$ cat src/rtl/mem_external_bus_ctrl.sv
// External bus sequencer for the MEM stage. Stores are posted into a write buffer.
// Loads stall the pipe until older stores have drained and the read data has returned.
module mem_external_bus_ctrl #(
    parameter int FIFO_DEPTH = 4,
    parameter int PTR_W      = 2
) (
    input  logic        clk,
    input  logic        rst,
    input  logic        mem_req_valid,
    input  logic [68:0] mem_req_data,
    input  logic        mem_clear,
    output logic        mem_stall_req,
    output logic        mem_read_done,
    output logic [31:0] mem_external_result,
    output logic        wbuf_empty,
    output logic        bus_req_valid,
    input  logic        bus_req_ready,
    output logic        bus_write,
    output logic [3:0]  bus_mask,
    output logic [31:0] bus_address,
    output logic [31:0] bus_wdata,
    input  logic        bus_rdata_valid,
    input  logic [31:0] bus_rdata
);
    typedef enum logic [2:0] {IDLE, DRAIN, READ_REQ, READ_WAIT, DONE} state_t;

    state_t           state, state_nxt;
    logic [3:0]       fifo_mask [FIFO_DEPTH];
    logic [31:0]      fifo_addr [FIFO_DEPTH];
    logic [31:0]      fifo_data [FIFO_DEPTH];
    logic [PTR_W-1:0] wr_ptr, rd_ptr;
    logic [PTR_W:0]   count;
    logic             req_write, full, empty, push, pop, drain_state, read_req;

    assign req_write   = mem_req_data[68];
    assign full        = (count == (PTR_W+1)'(FIFO_DEPTH));
    assign empty       = (count == '0);
    assign drain_state = (state == IDLE) || (state == DRAIN);
    assign push        = mem_req_valid && req_write && !full && (state != DONE);
    assign pop         = drain_state && !empty && bus_req_ready;
    assign read_req    = mem_req_valid && !req_write && !mem_clear;

    // A full buffer stalls even when a pop frees a slot this cycle: no bypass path.
    assign mem_stall_req = (mem_req_valid && req_write && full && (state != DONE)) ||
                           (read_req && (state != DONE)) ||
                           (state == READ_REQ) || (state == READ_WAIT);
    assign mem_read_done = (state == DONE);
    assign wbuf_empty    = empty && (state == IDLE);

    always_ff @(posedge clk) begin
        if (push) begin
            fifo_mask[wr_ptr] <= mem_req_data[67:64];
            fifo_addr[wr_ptr] <= mem_req_data[63:32];
            fifo_data[wr_ptr] <= mem_req_data[31:0];
        end
    end

    always_ff @(posedge clk or posedge rst) begin
        if (rst) begin
            wr_ptr <= '0;
            rd_ptr <= '0;
            count  <= '0;
        end else begin
            if (push) wr_ptr <= wr_ptr + PTR_W'(1);
            if (pop)  rd_ptr <= rd_ptr + PTR_W'(1);
            case ({push, pop})
                2'b10:   count <= count + (PTR_W+1)'(1);
                2'b01:   count <= count - (PTR_W+1)'(1);
                default: count <= count;
            endcase
        end
    end

    // rdata is only captured in READ_WAIT, so a strobe left over from an aborted read is dropped.
    always_ff @(posedge clk or posedge rst) begin
        if (rst) begin
            state               <= IDLE;
            mem_external_result <= '0;
        end else begin
            state <= state_nxt;
            if (state == READ_WAIT && bus_rdata_valid) mem_external_result <= bus_rdata;
        end
    end

    always_comb begin
        state_nxt     = state;
        bus_req_valid = 1'b0;
        bus_write     = 1'b0;
        bus_mask      = '0;
        bus_address   = '0;
        bus_wdata     = '0;
        case (state)
            IDLE, DRAIN: begin
                bus_req_valid = !empty;
                bus_write     = 1'b1;
                bus_mask      = fifo_mask[rd_ptr];
                bus_address   = fifo_addr[rd_ptr];
                bus_wdata     = fifo_data[rd_ptr];
            end
            READ_REQ: begin
                bus_req_valid = 1'b1;
                bus_mask      = 4'hF;
                bus_address   = mem_req_data[63:32];
            end
            default: ;
        endcase
        case (state)
            IDLE:      if (read_req) state_nxt = empty ? READ_REQ : DRAIN;
            DRAIN: begin
                if (mem_clear)                          state_nxt = IDLE;
                else if (empty || (count == (PTR_W+1)'(1) && pop)) state_nxt = READ_REQ;
            end
            READ_REQ:  if (bus_req_ready)   state_nxt = READ_WAIT;
            READ_WAIT: if (bus_rdata_valid) state_nxt = DONE;
            DONE:      state_nxt = IDLE;
            default:   state_nxt = IDLE;
        endcase
    end
endmodule

$ cat config.mk
export PLATFORM = sky130hd
export DESIGN_NAME = mem_external_bus_ctrl
export DESIGN_NICKNAME = d
export VERILOG_FILES = /design/src/rtl/mem_external_bus_ctrl.sv
export SDC_FILE = /design/constraint.sdc
export NUM_CORES = 1
export LEC_CHECK = 0
export BUFFER_PORTS_ARGS = -buffer_cell sky130_fd_sc_hd__buf_2
export CORE_ASPECT_RATIO = 1.75
export CORE_MARGIN = 2
export CORE_UTILIZATION = 25
export DETAILED_ROUTE_END_ITERATION = 16
export PLACE_DENSITY = 0.53
export SYNTH_ARGS = -nofsm -noshare
export SYNTH_HDL_FRONTEND = slang
export SYNTH_SLANG_ARGS = --single-unit
$ cat constraint.sdc
create_clock -name clk -period 7.7 [get_ports clk]
set_input_delay 1.54 -clock clk [delete_from_list [all_inputs] [get_ports clk]]
set_output_delay 1.54 -clock clk [all_outputs]
set_load 0.02 [all_outputs]
==> impl_metrics.toml <==
[logic_synthesis]
synth_cell_types = 38
synth_top_family_by_area = "multiplexers"
synth-adder-area-share_pct = 0.912
synthSimpleGateAreaFrac_pct = 3.06
synth_compound_area_share_pct = 3.00
synth-xor-area-share_pct = 0.426
postSynth.asyncResetShare_pct = 13.4
synth.avg_cell_area_um2 = 21.3
synthFlopType = "edfxtp_1"
synth_cells = 579
synth_fp_nets = 695
synth_seq_cells = 314
syn_area_um2 = 12300
synth_edf_count = 272
yosys_warnings = 0
synthMuxAreaShare_pct = 15.7
seq_area_frac_synth_pct = 74.7

[power_and_ir_drop]
combPwrFrac_pct = 35.4
switching_share_pct = 34.3
power.net_switching_uw = 2020
clkPwrFrac_pct = 25.1
pwr_density_cell_nw_per_um2 = 391
p_leak_uw = 0.00544
peakVddDrop_mv = 0.230
sequentialPowerShare_pct = 39.5
intPower_uw = 3860

[timing]
whs_ns = 0.498
worst_slew_pin_slew_ns = 1.01
max_freq_ghz = 0.211
setup_slack_ns = 2.96
slew_headroom_pct = 32.5
tns_ns = 0
setup_viol_count_final = 0
period_share_pct = 61.6
report.final.slew_viol_count = 0
finClkSkew_ns = 0.0144
period_needed_ns = 4.74
hold_viol = 0
rsz0062_at_grt = "no"

[global_routing]
grt_overflow = 0
grt_pass1_vias = 6982
antenna_found_initial = 4
grt_start_max_net_pins = 42
grt_pass1_wl_um = 41400
grt_util_all_layers_pct = 10.8

[die]
die_w_um = 172
die_h_um = 298
row_count = 107
start_util_pct = 25.3
io_pins = 212
core_area_um2 = 48700
die_area_um2 = 51200

[setup_path]
crit_family = "buffers and inverters"
crit_path_end_kind = "primary output"
path_cells = "buf_4 > mux4_2 > a22o_1 > buf_2"
path_depth = 4
cp_slowest_cell = "dfrtp_4"
cp_max_fo = 39
r2r_cells = 5
cp-start-kind = "flop"
worstPathRequired_ns = 6.16
r2r_end = "fifo_data[3][30]"
r2r-start = "state[0]"
critPathKind = "flop to primary output"
cp.arrival_ns = 3.20
cp_num_buf_inv = 2
critPathMaxStageDelay_ns = 0.85
r2r_setup_slack_ns = 4.90

[route]
drc = 0
detail-route-antenna-nets = 0
avgViaCountPerCell = 4.28
drtPass1Iterations = 4
drt_iter0_drc = 338
wl_per_cell_um = 18.7
via_count = 6317
routed_wl_um = 27600

[cells_and_area]
register_area_um2 = 9230
final_layout_size_suffix_gt1_share_pct = 46.1
nets = 914
final_area_um2 = 15000
area_growth_pct = 21.8
multi_input_area_um2 = 2860
nFillCells = 4840

[clock_network]
htreeDepth = 1
numCtsBuffers = 30
cts.repair.resized = 0
cts.sinks = 314
cts_buffer_depth = 3
post_cts_buffers = 0
cts_hold_buf = 0
clk_pin_slew_ns = 0.06
cts_tree = "done"
cts_root_buf = "clkbuf_16"
clk_latency_ns = 0.57

[hold_path]
whs_path_depth = 1
holdPathEnd = "mem_external_result[29]"
min_from = "mem_external_result[29]"
worstHoldPathType = "flop to flop"

[placement]
gp_congestion = 0.674
placed_area_um2 = 14100
dp_hpwl_um = 16800
port_buffers = 211
pre_cts_ws_ns = 3.40

[run_status]
status = "completed"

[job]
max-cap-violations = 0
[synthesized netlist by cell type, types with 2 or more instances]
library cell / number / share of area [%]
buf_6: 13 / 1.2
ha_1: 9 / 0.91
mux4_2: 68 / 12
and2_1: 37 / 1.9
xor2_1: 2 / 0.14
buf_4: 2 / 0.12
inv_1: 8 / 0.24
nor2_1: 4 / 0.12
a22o_1: 32 / 2.3
xnor2_1: 4 / 0.28
edfxtp_1: 272 / 66
mux2_2: 32 / 2.9
o21ai_0: 4 / 0.16
nand3_1: 3 / 0.12
buf_2: 7 / 0.28
dfrtp_1: 42 / 8.5
mux2i_1: 3 / 0.24
nand2_1: 5 / 0.15
clkbuf_1: 9 / 0.27
a21o_1: 5 / 0.30
[routing by layer]
metal	track usage, %	wire length (µm)	vias to the layer above
li1	-	-	2786
met1	11.9	10400	3301
met2	20.1	14900	177
met3	2.40	1530	49
met4	3.56	690	4
met5	0	19	-
[kinds of logic (layout without fill, tap and decap cells)]
group,count (synthesis),count (layout)
flip-flops,314,314
buffers and inverters,40,283
multiplexers,104,104
AO/OA/AOI/OAI,44,44
XOR/XNOR,6,6
AND/OR/NAND/NOR,62,62
adder cells (fa/ha/maj),9,9
other,0,1
[power by group through the flow]
stage	logic, µW	clock network [µW]	registers [µW]
after global routing	2250	1600	2360
after detailed placement	2140	0	2370
final	2080	1480	2320
after global placement	2140	0	2360
after floorplan	1500	0	2360
after CTS	2150	1540	2330
[worst max-delay path by stage]
stage	start	to	slack [ns]
CTS	rd_ptr[0]	bus_address[12]	2.76
finish	rd_ptr[0]	bus_address[12]	2.96
global placement	rd_ptr[0]	bus_mask[2]	3.40
detailed placement	rd_ptr[0]	bus_address[12]	3.40
global route	rd_ptr[0]	bus_address[12]	2.64
floorplan	mem_req_valid	fifo_addr[0][0]	3.74
[cells in the final DEF, fill, tap and decap left out, types with 4 or more instances in the layout]
| cell type | netlist | final |
|---|---|---|
| a21o_1 | 5 | 5 |
| a22o_1 | 32 | 32 |
| and2_1 | 37 | 32 |
| and2_4 | 1 | 5 |
| buf_2 | 7 | 211 |
| buf_4 | 2 | 8 |
| clkbuf_1 | 9 | 6 |
| clkbuf_16 | 0 | 31 |
| clkinv_2 | 0 | 8 |
| dfrtp_1 | 42 | 40 |
| edfxtp_1 | 272 | 272 |
| ha_1 | 9 | 9 |
| inv_1 | 8 | 8 |
| mux2_2 | 32 | 32 |
| mux4_2 | 68 | 68 |
| nand2_1 | 5 | 5 |
| nor2_1 | 4 | 4 |
| o21ai_0 | 4 | 4 |
| xnor2_1 | 4 | 4 |
[layout make-up]
type                    count  share of cell area, %
repair buffers            219                   7.42
inverters                   8                  0.200
well taps                 654                   5.44
diodes                      1                 0.0166
multi-input cells         225                   19.0
clock inverters            19                   1.24
clock buffers              37                   5.31
flip-flops and latches    314                   61.3
[stage by stage]
stage	power, µW	util (%)	cells
after floorplan	3860	-	579
after global placement	4500	28.8	1420
after detailed placement	4510	28.8	1420
after CTS	6020	30.9	1476
after global routing	6210	30.9	1477
final	5880	30.9	1477
[registers in the layout (all words and copies together), names as in the netlist]
register	count
rd_ptr	2
count	3
fifo_data	128
state	3
fifo_mask	16
fifo_addr	128
mem_external_result	32
wr_ptr	2
Power figures use the tool's default switching activity.
